**config.mk**
```make
export PLATFORM = sky130hd
export DESIGN_NAME = vm_change_dispenser
export DESIGN_NICKNAME = d
export VERILOG_FILES = /design/src/rtl/vm_pkg.sv /design/src/rtl/vm_coin_select.sv /design/src/rtl/vm_change_dispenser.sv
export SDC_FILE = /design/constraint.sdc
export NUM_CORES = 1
export LEC_CHECK = 0
export ABC_AREA = 0
export ABC_CLOCK_PERIOD_IN_PS = 3300
export CORE_MARGIN = 5
export CORE_UTILIZATION = 40
export CTS_BUF_LIST = sky130_fd_sc_hd__clkbuf_8
export DETAILED_ROUTE_END_ITERATION = 7
export PLACE_DENSITY = 0.58
export SLEW_MARGIN = 40
export SYNTH_ARGS = -nofsm -noshare
export SYNTH_HDL_FRONTEND = slang
export SYNTH_HIERARCHICAL = 1
export SYNTH_SLANG_ARGS = --single-unit
```
**constraint.sdc**
```tcl
create_clock -name i_clk -period 3.3 [get_ports i_clk]
set_input_delay 0.825 -clock i_clk [delete_from_list [all_inputs] [get_ports i_clk]]
set_output_delay 0.825 -clock i_clk [all_outputs]
set_load 0.03 [all_outputs]
```
**src/rtl/vm_pkg.sv**
```systemverilog
// Shared constants for the vending machine change path: coin codes, coin values,
// and the dispenser state encoding.
package vm_pkg;

  typedef enum logic [2:0] {
    ST_IDLE,
    ST_SELECT,
    ST_ISSUE,
    ST_DONE,
    ST_FAULT
  } state_t;

  localparam int NUM_COINS = 5;

  localparam logic [4:0] COIN_NONE = 5'b00000;
  localparam logic [4:0] COIN_1    = 5'b00001;
  localparam logic [4:0] COIN_2    = 5'b00010;
  localparam logic [4:0] COIN_5    = 5'b00100;
  localparam logic [4:0] COIN_10   = 5'b01000;
  localparam logic [4:0] COIN_20   = 5'b10000;

  localparam logic [4:0] VAL_1  = 5'd1;
  localparam logic [4:0] VAL_2  = 5'd2;
  localparam logic [4:0] VAL_5  = 5'd5;
  localparam logic [4:0] VAL_10 = 5'd10;
  localparam logic [4:0] VAL_20 = 5'd20;

  function automatic logic [4:0] coin_value(input logic [4:0] coin);
    logic [4:0] val;
    val = 5'd0;
    case (coin)
      COIN_1:  val = VAL_1;
      COIN_2:  val = VAL_2;
      COIN_5:  val = VAL_5;
      COIN_10: val = VAL_10;
      COIN_20: val = VAL_20;
      default: val = 5'd0;
    endcase
    return val;
  endfunction

endpackage

```
**src/rtl/vm_coin_select.sv**
```systemverilog
// Greedy coin picker: largest denomination that fits the remaining amount and
// still has stock.
module vm_coin_select
  import vm_pkg::*;
(
  input  logic [4:0] i_remaining,
  input  logic [4:0] i_stock_nz,
  output logic [4:0] o_coin,
  output logic       o_found
);

  always_comb begin
    o_coin = COIN_NONE;
    if (i_stock_nz[4] && (i_remaining >= VAL_20))
      o_coin = COIN_20;
    else if (i_stock_nz[3] && (i_remaining >= VAL_10))
      o_coin = COIN_10;
    else if (i_stock_nz[2] && (i_remaining >= VAL_5))
      o_coin = COIN_5;
    else if (i_stock_nz[1] && (i_remaining >= VAL_2))
      o_coin = COIN_2;
    else if (i_stock_nz[0] && (i_remaining >= VAL_1))
      o_coin = COIN_1;
  end

  assign o_found = (o_coin != COIN_NONE);

endmodule

```
**src/rtl/vm_change_dispenser.sv**
```systemverilog
// Pays out a change amount one coin at a time over a req/ack hopper handshake,
// tracking per-denomination stock and flagging a hopper timeout as a sticky fault.
module vm_change_dispenser
  import vm_pkg::*;
#(
  parameter int STOCK_INIT  = 8,
  parameter int CNT_W       = 4,
  parameter int ACK_TIMEOUT = 15
) (
  input  logic       i_clk,
  input  logic       i_rst,
  input  logic [4:0] i_chng_in,
  input  logic       i_chng_vld,
  input  logic       i_refill,
  input  logic       i_hopper_ack,
  output logic [4:0] o_coin_out,
  output logic       o_coin_req,
  output logic       o_busy,
  output logic       o_done,
  output logic [4:0] o_short_amt,
  output logic       o_fault
);

  localparam int TMR_W = $clog2(ACK_TIMEOUT + 1);
  localparam logic [TMR_W-1:0] TMR_LAST   = TMR_W'(ACK_TIMEOUT - 1);
  localparam logic [CNT_W-1:0] STOCK_FULL = CNT_W'(STOCK_INIT);

  state_t           r_state;
  state_t           w_next;
  logic [4:0]       r_remaining;
  logic [4:0]       r_coin_out;
  logic [4:0]       r_short_amt;
  logic [TMR_W-1:0] r_timer;
  logic [CNT_W-1:0] r_stock [NUM_COINS];

  logic [4:0] w_stock_nz;
  logic [4:0] w_sel_coin;
  logic       w_found;
  logic       w_ack;
  logic       w_timeout;

  for (genvar g = 0; g < NUM_COINS; g++) begin : g_nz
    assign w_stock_nz[g] = (r_stock[g] != '0);
  end

  vm_coin_select u_select (
    .i_remaining (r_remaining),
    .i_stock_nz  (w_stock_nz),
    .o_coin      (w_sel_coin),
    .o_found     (w_found)
  );

  // An ack on the final timer cycle still counts, so the timeout only fires without one.
  assign w_ack     = (r_state == ST_ISSUE) && i_hopper_ack;
  assign w_timeout = (r_state == ST_ISSUE) && !i_hopper_ack && (r_timer == TMR_LAST);

  always_ff @(posedge i_clk or posedge i_rst) begin
    if (i_rst) r_state <= ST_IDLE;
    else       r_state <= w_next;
  end

  always_comb begin
    w_next = r_state;
    case (r_state)
      ST_IDLE:   if (i_chng_vld) w_next = ST_SELECT;
      ST_SELECT: w_next = (r_remaining != 5'd0 && w_found) ? ST_ISSUE : ST_DONE;
      ST_ISSUE: begin
        if (w_ack)          w_next = ST_SELECT;
        else if (w_timeout) w_next = ST_FAULT;
      end
      ST_DONE:   w_next = ST_IDLE;
      ST_FAULT:  w_next = ST_FAULT;
      default:   w_next = ST_IDLE;
    endcase
  end

  always_comb begin
    o_coin_req  = (r_state == ST_ISSUE);
    o_busy      = (r_state != ST_IDLE);
    o_done      = (r_state == ST_DONE);
    o_fault     = (r_state == ST_FAULT);
    o_coin_out  = r_coin_out;
    o_short_amt = r_short_amt;
  end

  always_ff @(posedge i_clk or posedge i_rst) begin
    if (i_rst) begin
      r_remaining <= 5'd0;
      r_coin_out  <= COIN_NONE;
      r_short_amt <= 5'd0;
      r_timer     <= '0;
      for (int i = 0; i < NUM_COINS; i++) r_stock[i] <= STOCK_FULL;
    end else begin
      case (r_state)
        ST_IDLE: begin
          if (i_chng_vld) begin
            r_remaining <= i_chng_in;
            r_short_amt <= 5'd0;
          end else if (i_refill) begin
            for (int i = 0; i < NUM_COINS; i++) r_stock[i] <= STOCK_FULL;
          end
        end
        ST_SELECT: begin
          if (r_remaining != 5'd0) begin
            if (w_found) begin
              r_coin_out <= w_sel_coin;
              r_timer    <= '0;
            end else begin
              r_short_amt <= r_remaining;
            end
          end
        end
        ST_ISSUE: begin
          if (w_ack) begin
            r_remaining <= r_remaining - coin_value(r_coin_out);
            r_coin_out  <= COIN_NONE;
            for (int i = 0; i < NUM_COINS; i++)
              if (r_coin_out[i] && (r_stock[i] != '0)) r_stock[i] <= r_stock[i] - CNT_W'(1);
          end else if (w_timeout) begin
            r_coin_out <= COIN_NONE;
          end else begin
            r_timer <= r_timer + TMR_W'(1);
          end
        end
        default: ;
      endcase
    end
  end

endmodule

```
== Word-level counts from Yosys, hierarchy flattened ==
Cells that the tools add are included.

* $add $sub $neg: 7
* $mul: 0
* Divide/modulo/power cells: 0
* Magnitude comparators: 5
* Equality and inequality tests: 25
* Shifts and indexed selects: 0
* Mux-type cells: 39
* Bitwise logic cells: 0
* Reduce and logical (&&, ||, !) cells: 37

{| class="wikitable"
|+ Operators by type and width
! operator !! number
|-
| 5-bit two-way mux || 15
|-
| 20-bit two-way mux || 3
|-
| 20-bit case mux with 2 select lines || 1
|-
| 4-bit two-way mux || 9
|-
| 5-bit case mux with 2 select lines || 3
|-
| 5-bit AND reduction || 6
|-
| 5-bit case mux with 5 select lines || 1
|-
| 4-bit nonzero test || 5
|-
| 4-bit by 1-bit subtractor with 4-bit output, second input constant || 5
|-
| 2-bit != test, second input constant || 8
|-
| 1-bit logical AND || 14
|-
| 2-bit by 1-bit != test with 1-bit output, second input constant || 6
|-
| 3-bit case mux with 4 select lines || 1
|-
| 5-bit nonzero test || 2
|-
| 3-bit two-way mux || 3
|-
| 4-bit case mux with 2 select lines || 1
|-
| 4-bit AND reduction || 2
|-
| 3-bit by 2-bit equality test with 1-bit output, second input constant || 2
|-
| 2-bit nonzero test || 3
|-
| 5-bit by 1-bit equality test with 1-bit output, second input constant || 1
|-
| 5-bit by 2-bit equality test with 1-bit output, second input constant || 1
|-
| 5-bit by 3-bit equality test with 1-bit output, second input constant || 1
|-
| 5-bit by 4-bit equality test with 1-bit output, second input constant || 1
|-
| 5-bit equality test, second input constant || 1
|-
| 17 further kinds || 18
|}

* Flip-flop bits (word level): 42
* Bits in latches: 0
* Bits in writable memories: 0
* Bits in read-only memories: 0
* Output and inout bits: 14
* Memories: 0

== Logic depth before layout (Yosys ltp) ==
Gate-level depths: netlist of run 1.

* Depth in word-level cells: 11
* Mapped depth: 11
* Gate-level depth less buffers: 11

== Modules after synthesis ==
The synthesis of run 1 kept the hierarchy.

{| class="wikitable"
|+ Modules (own cells, without submodules)
! module !! times used !! cells an instance !! area each (um^2) !! sequential area each (um^2)
|-
| vm_change_dispenser || 1 || 268 || 2537.4 || 1057.3
|-
| vm_coin_select || 1 || 23 || 145.1 || 0.0
|}

== Least setup slack after synthesis of run 1 ==
No wires, ideal clock.

* Kind: register -> register
* Start: reg r_coin_out[2] (netlist: o_coin_out[2])
* End: reg r_remaining[4]
* Arrival time: 2357 ps
* Required time: 3169 ps
* Path slack: 812 ps
* Stages on the path, launching flop included: 12
* Clock period less this slack: 2488 ps
* Path through: dfrtp_1 clkbuf_1 xnor2_1 nor4_1 ha_1 inv_1 fa_1 a21o_1 a21oi_1 xor2_1 a21oi_1 a2bb2oi_1

* Word-level cells in the longest chain between the ends: 7
* Elaborated cells on any way between the ends: 11
* Classes of those cells: add/sub: 1; eq/ne: 5; mux: 5

{| class="wikitable"
|+ Ends and longest elaborated chain
! element !! RTL line !! source
|-
| start: declaration || vm_change_dispenser.sv:31 || <nowiki>logic [4:0] r_coin_out;</nowiki>
|-
| start signal: assignment || vm_change_dispenser.sv:106 || <nowiki>r_coin_out <= w_sel_coin;</nowiki>
|-
| 5-bit equality test, or another cell as far along || vm_pkg.sv:31 || <nowiki>case (coin)</nowiki>
|-
| 5-bit case mux with 5 select lines * || vm_pkg.sv:31 ||
|-
| 5-bit two-way mux * || vm_change_dispenser.sv:114 || <nowiki>if (w_ack) begin</nowiki>
|-
| 5-bit two-way mux * || vm_change_dispenser.sv:94 || <nowiki>case (r_state)</nowiki>
|-
| 5-bit subtractor * || vm_change_dispenser.sv:115 || <nowiki>r_remaining <= r_remaining - coin_value(r_coin_out);</nowiki>
|-
| 5-bit two-way mux * || vm_change_dispenser.sv:114 ||
|-
| 5-bit case mux with 2 select lines * || vm_change_dispenser.sv:94 ||
|-
| end signal: assignment || vm_change_dispenser.sv:97 || <nowiki>r_remaining <= i_chng_in;</nowiki>
|-
| end signal: assignment || vm_change_dispenser.sv:115 ||
|-
| end: declaration || vm_change_dispenser.sv:30 || <nowiki>logic [4:0] r_remaining;</nowiki>
|}

Mark *: on every way between the ends. The rest lies on a longest branch, timed or not. The select of a mux whose other input is x is not followed.
A chain may end at the register's enable or synchronous reset.

== Final worst setup path of run 1 ==
* Start: reg r_state[2]
* End: out o_coin_req

* Word-level cells in the longest chain between the ends: 1

{| class="wikitable"
|+ Ends and longest elaborated chain
! element !! RTL line !! source
|-
| start: declaration || vm_change_dispenser.sv:28 || <nowiki>state_t r_state;</nowiki>
|-
| start signal: assignment || vm_change_dispenser.sv:59 || <nowiki>else r_state <= w_next;</nowiki>
|-
| 3-bit by 2-bit equality test with 1-bit output || vm_change_dispenser.sv:78 || <nowiki>o_coin_req = (r_state == ST_ISSUE);</nowiki>
|-
| end: declaration || vm_change_dispenser.sv:17 || <nowiki>output logic o_coin_req,</nowiki>
|}

Every way passes these cells.

==> flow_metrics.tcl, run 1 <==
set metrics [dict create \
    worstPathRequired_ns 2.47 \
    core_mm2 0.00642 \
    h-tree-depth 2 \
    grt_setup_unrepaired "no" \
    cts_setup_buffers 0 \
    reg2reg_from "o_coin_out[4]" \
    clockBufferDepth 2 \
    slew_headroom_pct 58.7 \
    cts-buffers-inserted 5 \
    area_growth_pct 14.6 \
    leakage_nw 1.33 \
    start_util_pct 41.8 \
    clock.fmax_mhz 355 \
    drt-vias-per-instance 5.27 \
    ys_seq_elements 42 \
    wirelength_um 5810 \
    power_frac_seq_pct 36.2 \
    hold_violations 0 \
    synth_area_leaders "dfrtp_1, ha_1, xnor2_1" \
    status "completed" \
    yosysTopAreaCell "dfrtp_1" \
    drv_slew 0 \
    io_buffers 23 \
    start_kind "flop" \
    total_power_mw 2.71 \
    clk_pin_slew_ns 0.08 \
    fin_nets 342 \
    fin_crit_ns 2.82 \
    synth_nets 318 \
    die_width_um 91.9 \
    die_h_um 91.9 \
    pwr-share-comb_pct 51.1 \
    dpl_cell_area_mm2 0.00298 \
    pin_count 24 \
    power.density_mw_per_mm2 881 \
    cp.arrival_ns 1.99 \
    grt_pass1_wl_um 10500 \
    hold_start "o_short_amt[2]" \
    drv_cap 0 \
    synth_cell_types 53 \
    synth_ff_type "dfrtp_1" \
    drive_gt1_share_pct 12.0 \
    slowest_stage "clkdlybuf4s50_1" \
    fin_crit_sh_pct 85.4 \
    critical_path.max_stage_delay_ns 0.67 \
    startpoint "r_state[2]" \
    critPathMaxFanout 10 \
    grt_max_degree 43 \
    setup_tns_ns 0 \
    fin_area_mm2 0.00308 \
    power_switching_mw 1.23 \
    clk_latency_ns 0.30 \
    num_antenna_cells 0 \
    tightest_slew_ns 0.612 \
    overflow 0 \
    synth_edf_count 0 \
    r2r_cells 9 \
    peakVddDrop_mv 0.478 \
    yosysWarnings 6 \
    setup_viol 0 \
    hold_class "reg -> reg" \
    yosysMostFrequentCell "dfrtp_1" \
    grt_pass1_vias 2184 \
    synth_top_area_share_pct 34.5 \
    p_int_mw 1.48 \
    skew_ns 0.00669 \
    dp_hpwl_um 4280 \
    drt_iter0_markers 60 \
    drcViolationCount 0 \
    routedWlPerCell_um 14.8 \
    critical_path_class "reg -> out" \
    placementRows 29 \
    clkSinkCount 42 \
    synthesis.area_mm2 0.00268 \
    r2r_slack_ns 0.75 \
    swShare_pct 45.5 \
    async_flop_share_pct 100 \
    syn_inst 291 \
    cts-root-buf "clkbuf_8" \
    ant_nets 0 \
    cp_cell_sequence "nor2_4 > nand2_1 > inv_1 > clkdlybuf4s50_1" \
    cp-end-kind "output port" \
    dieArea_mm2 0.00844 \
    grtUsageTotal_pct 15.5 \
    synth_commonest_cells "dfrtp_1, inv_1, nand2_1, nor2_1" \
    cts_resized 0 \
    n_fill_cell 646 \
    place_congestion 0.768 \
    via_count 2073 \
    cts_tree "built" \
    hold_depth 2 \
    postSynthAreaPerCell_um2 9.22 \
    dr.pass1.iters 4 \
    yosysSeqAreaShare_pct 39.4 \
    antenna_found_initial 0 \
    p_clk_share_pct 12.7 \
    cts_hold_buf 0 \
]
[layout by cell type, fill, tap and decap left out, types with 2 or more instances in the layout]
| cell | instances |
|---|---|
| a211oi_1 | 3 |
| a21boi_0 | 3 |
| a21o_1 | 4 |
| a21oi_1 | 5 |
| a22oi_1 | 5 |
| a2bb2oi_1 | 2 |
| a31oi_1 | 2 |
| buf_4 | 3 |
| clkbuf_8 | 6 |
| clkdlybuf4s50_1 | 23 |
| dfrtp_1 | 37 |
| dfstp_2 | 5 |
| ha_1 | 16 |
| inv_1 | 33 |
| mux2i_1 | 2 |
| nand2_1 | 31 |
| nand3_1 | 15 |
| nand4_1 | 2 |
| nor2_1 | 22 |
| nor3_1 | 5 |
| nor3b_1 | 4 |
| nor4_1 | 3 |
| nor4_2 | 4 |
| o2111ai_2 | 4 |
| o21ai_0 | 12 |
| o21ai_1 | 8 |
| o21ai_2 | 2 |
| o22ai_1 | 2 |
| o31ai_1 | 5 |
| or3b_2 | 4 |
| or4_4 | 2 |
| xnor2_1 | 16 |
| xor2_1 | 6 |
[state kept, by name, summed over array words and instances, names as in the netlist]
register,count
o_short_amt,5
r_state,3
o_coin_out,5
r_remaining,5
r_stock,20
r_timer,4
[layer usage]
layer	routed length, um	part of all wire [%]	track usage, %	up-vias
li1	-	-	-	1057
met1	2860	49	20.8	984
met2	2710	47	25.4	25
met3	163	2.8	2.86	7
met4	74	1.3	4.95	0
met5	0	0	0	-
[power groups by stage]
stage | Combinational (mW) | Sequential, mW | Clock [mW]
2_1_floorplan | 1.09 | 0.920 | 0
3_3_place_gp | 1.37 | 0.989 | 0
3_5_place_dp | 1.39 | 0.989 | 0
4_1_cts | 1.40 | 0.982 | 0.360
5_1_grt | 1.59 | 1.02 | 0.382
6_report | 1.38 | 0.981 | 0.343
[worst max-delay path, delay by kind of cell (launching register included)]
kind | cells | cell delay (ns)
buffers and inverters | 2 | 0.76
DFF | 1 | 0.50
and+or+nand+nor | 2 | 0.44
[metrics by stage]
step / hold slack [ns] / instances / worst slack, ns / utilization [%]
floorplan: 0.471 / 291 / 0.812 / -
global placement: 0.484 / 385 / 0.794 / 46.5
detailed placement: 0.489 / 385 / 0.739 / 46.5
CTS: 0.510 / 393 / 0.454 / 47.9
global route: 0.532 / 393 / 0.351 / 47.9
finish: 0.505 / 393 / 0.481 / 47.9
[layout make-up]
cell class / count / area [um^2] / area share, %
inverters: 32 / 120 / 3.91
clock inverters: 2 / 8.76 / 0.285
flip-flops and latches: 42 / 1060 / 34.4
multi-input cells: 208 / 1460 / 47.4
repair buffers: 26 / 253 / 8.22
clock buffers: 6 / 82.6 / 2.69
well taps: 77 / 96.3 / 3.13
[cells by family after synthesis]
kind of cell | after synthesis | share of synthesized area (%)
fa+ha+maj | 17 | 8.21
buf+inv | 41 | 6.25
mux | 2 | 0.746
flops | 42 | 39.4
compound gates | 65 | 17.4
xor+xnor | 22 | 7.18
simple gates | 102 | 20.8
[final timing paths]
check | to
max | o_coin_req
min | o_short_amt[2]
max reg2reg | r_remaining[4]
min reg2reg | o_short_amt[2]
max in group asynchronous | r_stock[15]
min in group asynchronous | r_stock[6]
Note: power is estimated with default switching activity, not from simulation.
==> inputs of run 2 (changes only) <==
--- a/config.mk
+++ b/config.mk
@@ -7,11 +7,14 @@
 export LEC_CHECK = 0
 export ABC_AREA = 0
 export ABC_CLOCK_PERIOD_IN_PS = 3300
+export CELL_PAD_IN_SITES_DETAIL_PLACEMENT = 0
+export CELL_PAD_IN_SITES_GLOBAL_PLACEMENT = 1
 export CORE_MARGIN = 5
 export CORE_UTILIZATION = 40
 export CTS_BUF_LIST = sky130_fd_sc_hd__clkbuf_8
 export DETAILED_ROUTE_END_ITERATION = 7
-export PLACE_DENSITY = 0.58
+export GPL_TIMING_DRIVEN = 0
+export PLACE_DENSITY = 0.72
 export SLEW_MARGIN = 40
 export SYNTH_ARGS = -nofsm -noshare
 export SYNTH_HDL_FRONTEND = slang
==> flow_metrics.tcl, run 2 (synthesis results as in run 1) <==
set metrics [dict create \
    status "completed" \
    grtUsageTotal_pct 15.0 \
    area_growth_pct 17.4 \
    critical_path.max_stage_delay_ns 0.69 \
    cts_hold_buf 0 \
    fin_nets 349 \
    tightest_slew_ns 0.711 \
    ant_nets 0 \
    die_width_um 91.9 \
    overflow 0 \
    drv_slew 0 \
    skew_ns 0.00990 \
    routedWlPerCell_um 14.8 \
    cts-buffers-inserted 5 \
    cp_cell_sequence "buf_2 > nor2_4 > nand2_1 > inv_1 > buf_4 > clkdlybuf4s50_1" \
    antenna_found_initial 0 \
    cp-end-kind "output port" \
    cp.arrival_ns 2.25 \
    io_buffers 23 \
    post-place-cells 392 \
    layout_common_cells "dfrtp_1, inv_1, nand2_1, clkdlybuf4s50_1, nor2_1" \
    critPathMaxFanout 10 \
    dpl_cell_area_mm2 0.00303 \
    drt-vias-per-instance 5.28 \
    cts_resized 0 \
    fin_crit_ns 3.08 \
    final_common_cell "dfrtp_1" \
    start_util_pct 41.8 \
    via_count 2112 \
    worstPathRequired_ns 2.47 \
    grt_pass1_wl_um 10300 \
    dp_hpwl_um 4550 \
    hold_violations 0 \
    power.density_mw_per_mm2 893 \
    total_power_mw 2.81 \
    drcViolationCount 0 \
    clockBufferDepth 2 \
    drive_gt1_share_pct 12.7 \
    whs_ns 0.506 \
    leakage_nw 1.36 \
    worst_slack_ns 0.225 \
    final_cell_count_no_fill 400 \
    fin_crit_sh_pct 93.2 \
    critical_path_class "reg -> out" \
    top_register "r_stock" \
    fin_area_mm2 0.00315 \
    start_kind "flop" \
    drt_iter0_markers 74 \
    hold_class "reg -> reg" \
    n_fill_cell 626 \
    pin_count 24 \
    peakVddDrop_mv 0.501 \
    grt_pass1_vias 2104 \
    wirelength_um 5920 \
    core_mm2 0.00642 \
    clk_pin_slew_ns 0.08 \
    slowest_stage "clkdlybuf4s50_1" \
    slew_headroom_pct 52.4 \
    dieArea_mm2 0.00844 \
    die_h_um 91.9 \
    num_antenna_cells 0 \
    clk_latency_ns 0.29 \
    largest_register_ffs 20 \
    setup_viol 0 \
    cts-root-buf "clkbuf_8" \
    h-tree-depth 2 \
    clock.fmax_mhz 325 \
    drv_cap 0 \
    pre_cts_ws_ns 0.519 \
    grt_max_degree 24 \
    post-route-util_pct 49.0 \
    grt_setup_unrepaired "no" \
    cts_setup_buffers 0 \
    dr.pass1.iters 4 \
    setup_tns_ns 0 \
    place_congestion 0.810 \
    clkSinkCount 42 \
    placementRows 29 \
    cts_tree "built" \
]
==> run 2: changes by cell type in the layout (fill, tap and decap cells not counted), sizes merged <==
| cell | before | now |
|---|---|---|
| clkbuf | 6 | 11 |
| bufinv | 0 | 1 |
| clkinv | 1 | 0 |
| buf | 3 | 5 |
==> run 2: where the power goes <==
| group | internal [mW] | switching (mW) |
|---|---|---|
| logic | 0.618 | 0.841 |
| clock network | 0.244 | 0.182 |
| registers | 0.710 | 0.216 |
==> run 2: layout make-up <==
class                   count  area, um^2  area share, %
inverters                  32         123           3.90
repair buffers             24         250           7.95
multi-input cells         208        1460           46.3
plain buffers               9        47.5           1.51
well taps                  77        96.3           3.06
clock inverters             2        33.8           1.07
flip-flops and latches     42        1060           33.6
clock buffers               6        82.6           2.62
==> run 2: layer usage <==
metal	global-route usage, %	vias up	share of wire, %
met3	2.70	4	3.7
li1	-	1068	-
met5	0	-	0
met4	3.34	0	0.64
met2	23.8	27	45
met1	21.3	1013	50
==> run 2: worst max-delay path: cells and delay by family, from the launching register on <==
kind          cells  cell delay [ns]
buf+inv           4             1.21
flops             1             0.36
simple gates      2             0.39
==> run 2: final timing paths <==
kind                                startpoint        endpoint  slack (ns)  cells past startpoint
worst min register to register  o_short_amt[2]  o_short_amt[2]        0.51                      2
worst min-delay path            o_short_amt[2]  o_short_amt[2]        0.51                      2
min in group asynchronous                i_rst  o_short_amt[4]        0.82                      2
max in group asynchronous                i_rst     r_stock[11]        1.99                      3
worst max-delay path                r_state[2]      o_coin_req        0.22                      6
worst max register to register   o_coin_out[2]  r_remaining[4]        0.62                     11
==> inputs of run 3 (changes only) <==
--- a/config.mk
+++ b/config.mk
@@ -9,12 +9,12 @@
 export ABC_CLOCK_PERIOD_IN_PS = 3300
 export CELL_PAD_IN_SITES_DETAIL_PLACEMENT = 0
 export CELL_PAD_IN_SITES_GLOBAL_PLACEMENT = 1
-export CORE_MARGIN = 5
 export CORE_UTILIZATION = 40
 export CTS_BUF_LIST = sky130_fd_sc_hd__clkbuf_8
 export DETAILED_ROUTE_END_ITERATION = 7
 export GPL_TIMING_DRIVEN = 0
 export PLACE_DENSITY = 0.72
+export SETUP_SLACK_MARGIN = 0.05
 export SLEW_MARGIN = 40
 export SYNTH_ARGS = -nofsm -noshare
 export SYNTH_HDL_FRONTEND = slang
==> flow_metrics.tcl, run 3 (synthesis results as in run 1) <==
set metrics [dict create \
    status "finished with violations" \
    violations "DRC" \
    cts_resized 0 \
    placementRows 29 \
    whs_ns 0.502 \
    fin_crit_ns 3.10 \
    pre_cts_ws_ns 0.513 \
    setup_tns_ns 0 \
    grt_pass1_vias 2067 \
    fin_crit_sh_pct 93.8 \
    peakVddDrop_mv 0.391 \
    total_power_mw 2.75 \
    place_congestion 0.785 \
    worstPathRequired_ns 2.47 \
    area_growth_pct 16.4 \
    antenna_found_initial 0 \
    cp-end-kind "output port" \
    post-place-cells 392 \
    via_count 2084 \
    io_buffers 23 \
    critical_path_class "reg -> out" \
    largest_register_ffs 20 \
    slew_headroom_pct 49.2 \
    r2r_cells 11 \
    cts-buffers-inserted 5 \
    die_width_um 83.9 \
    dieArea_mm2 0.00704 \
    clockBufferDepth 2 \
    h-tree-depth 2 \
    tightest_slew_ns 0.759 \
    drcViolationCount 1 \
    cts_setup_buffers 0 \
    r2r_slack_ns 0.71 \
    dpl_cell_area_mm2 0.00303 \
    num_antenna_cells 0 \
    skew_ns 0.00886 \
    routedWlPerCell_um 15.2 \
    clk_pin_slew_ns 0.09 \
    final_cell_count_no_fill 400 \
    cts_hold_buf 0 \
    clk_latency_ns 0.31 \
    cts-root-buf "clkbuf_8" \
    grt_max_degree 27 \
    clkSinkCount 42 \
    final_common_cell "dfrtp_1" \
    clock.fmax_mhz 323 \
    wirelength_um 6070 \
    die_h_um 83.9 \
    drt-vias-per-instance 5.21 \
    drive_gt1_share_pct 12.7 \
    fin_nets 349 \
    dr.pass1.iters 6 \
    pin_count 24 \
    ant_nets 0 \
    startpoint "r_state[2]" \
    grtUsageTotal_pct 19.4 \
    pwr-share-comb_pct 53.5 \
    fin_area_mm2 0.00312 \
    hold_class "reg -> reg" \
    power.density_mw_per_mm2 881 \
    reg2reg_from "o_coin_out[2]" \
    r2r-end "r_remaining[4]" \
    p_int_mw 1.49 \
    hold_violations 0 \
    layout_common_cells "dfrtp_1, inv_1, nand2_1, clkdlybuf4s50_1, nor2_1" \
    start_kind "flop" \
    grt_pass1_wl_um 10700 \
    start_util_pct 41.8 \
    swShare_pct 45.7 \
    grt_setup_unrepaired "no" \
    top_register "r_stock" \
    power_frac_seq_pct 33.7 \
    drv_cap 0 \
    power_switching_mw 1.26 \
    p_clk_share_pct 12.9 \
    setup_viol 0 \
    cts_tree "built" \
    post-route-util_pct 48.6 \
    worst_slack_ns 0.203 \
    drt_iter0_markers 75 \
    overflow 0 \
    cp.arrival_ns 2.27 \
    critPathMaxFanout 10 \
    crit_end "o_coin_req" \
    drv_slew 0 \
    leakage_nw 1.35 \
    dp_hpwl_um 4480 \
    core_mm2 0.00642 \
]
## run 3: changes by cell type in the layout (fill, tap and decap cells not counted)
cell / change
clkinv_2: +1
bufinv_16: -1
## run 3: power by group through the flow
stage / clock [mW] / sequential [mW] / combinational, mW
after floorplan: 0 / 0.920 / 1.09
after global placement: 0 / 0.936 / 1.45
after detailed placement: 0 / 0.935 / 1.48
after CTS: 0.363 / 0.928 / 1.48
after global routing: 0.385 / 0.963 / 1.67
final: 0.355 / 0.926 / 1.47
## run 3: area by class of cell
type	count	area, um^2
Clock inverter	2	8.76
Buffer	9	47.5
Clock buffer	6	82.6
Multi-Input combinational cell	208	1460
Sequential cell	42	1060
Fill cell	626	3300
Inverter	32	123
Tap cell	77	96.3
Timing Repair Buffer	24	250
## run 3: worst min path at each step
stage / from / endpoint / slack (ns) / cells past startpoint
floorplan: r_stock[13] / r_stock[13] / 0.47 / 2
global placement: o_short_amt[4] / o_short_amt[4] / 0.48 / 2
detailed placement: o_short_amt[4] / o_short_amt[4] / 0.49 / 2
CTS: o_short_amt[4] / o_short_amt[4] / 0.51 / 2
global route: o_short_amt[0] / o_short_amt[0] / 0.54 / 2
finish: o_short_amt[4] / o_short_amt[4] / 0.50 / 2
## run 3: critical path: stages, from the launching register on
cell	delay, ns
dfrtp_1	0.36
buf_2	0.18
nor2_4	0.26
nand2_1	0.14
inv_1	0.13
buf_4	0.21
clkdlybuf4s50_1	0.69
## run 3: per-layer routing
layer / part of all wire (%) / global-route usage (%)
met5: 0 / 0
met4: 1.0 / 4.70
met3: 3.7 / 4.15
met2: 44 / 29.6
met1: 52 / 28.1
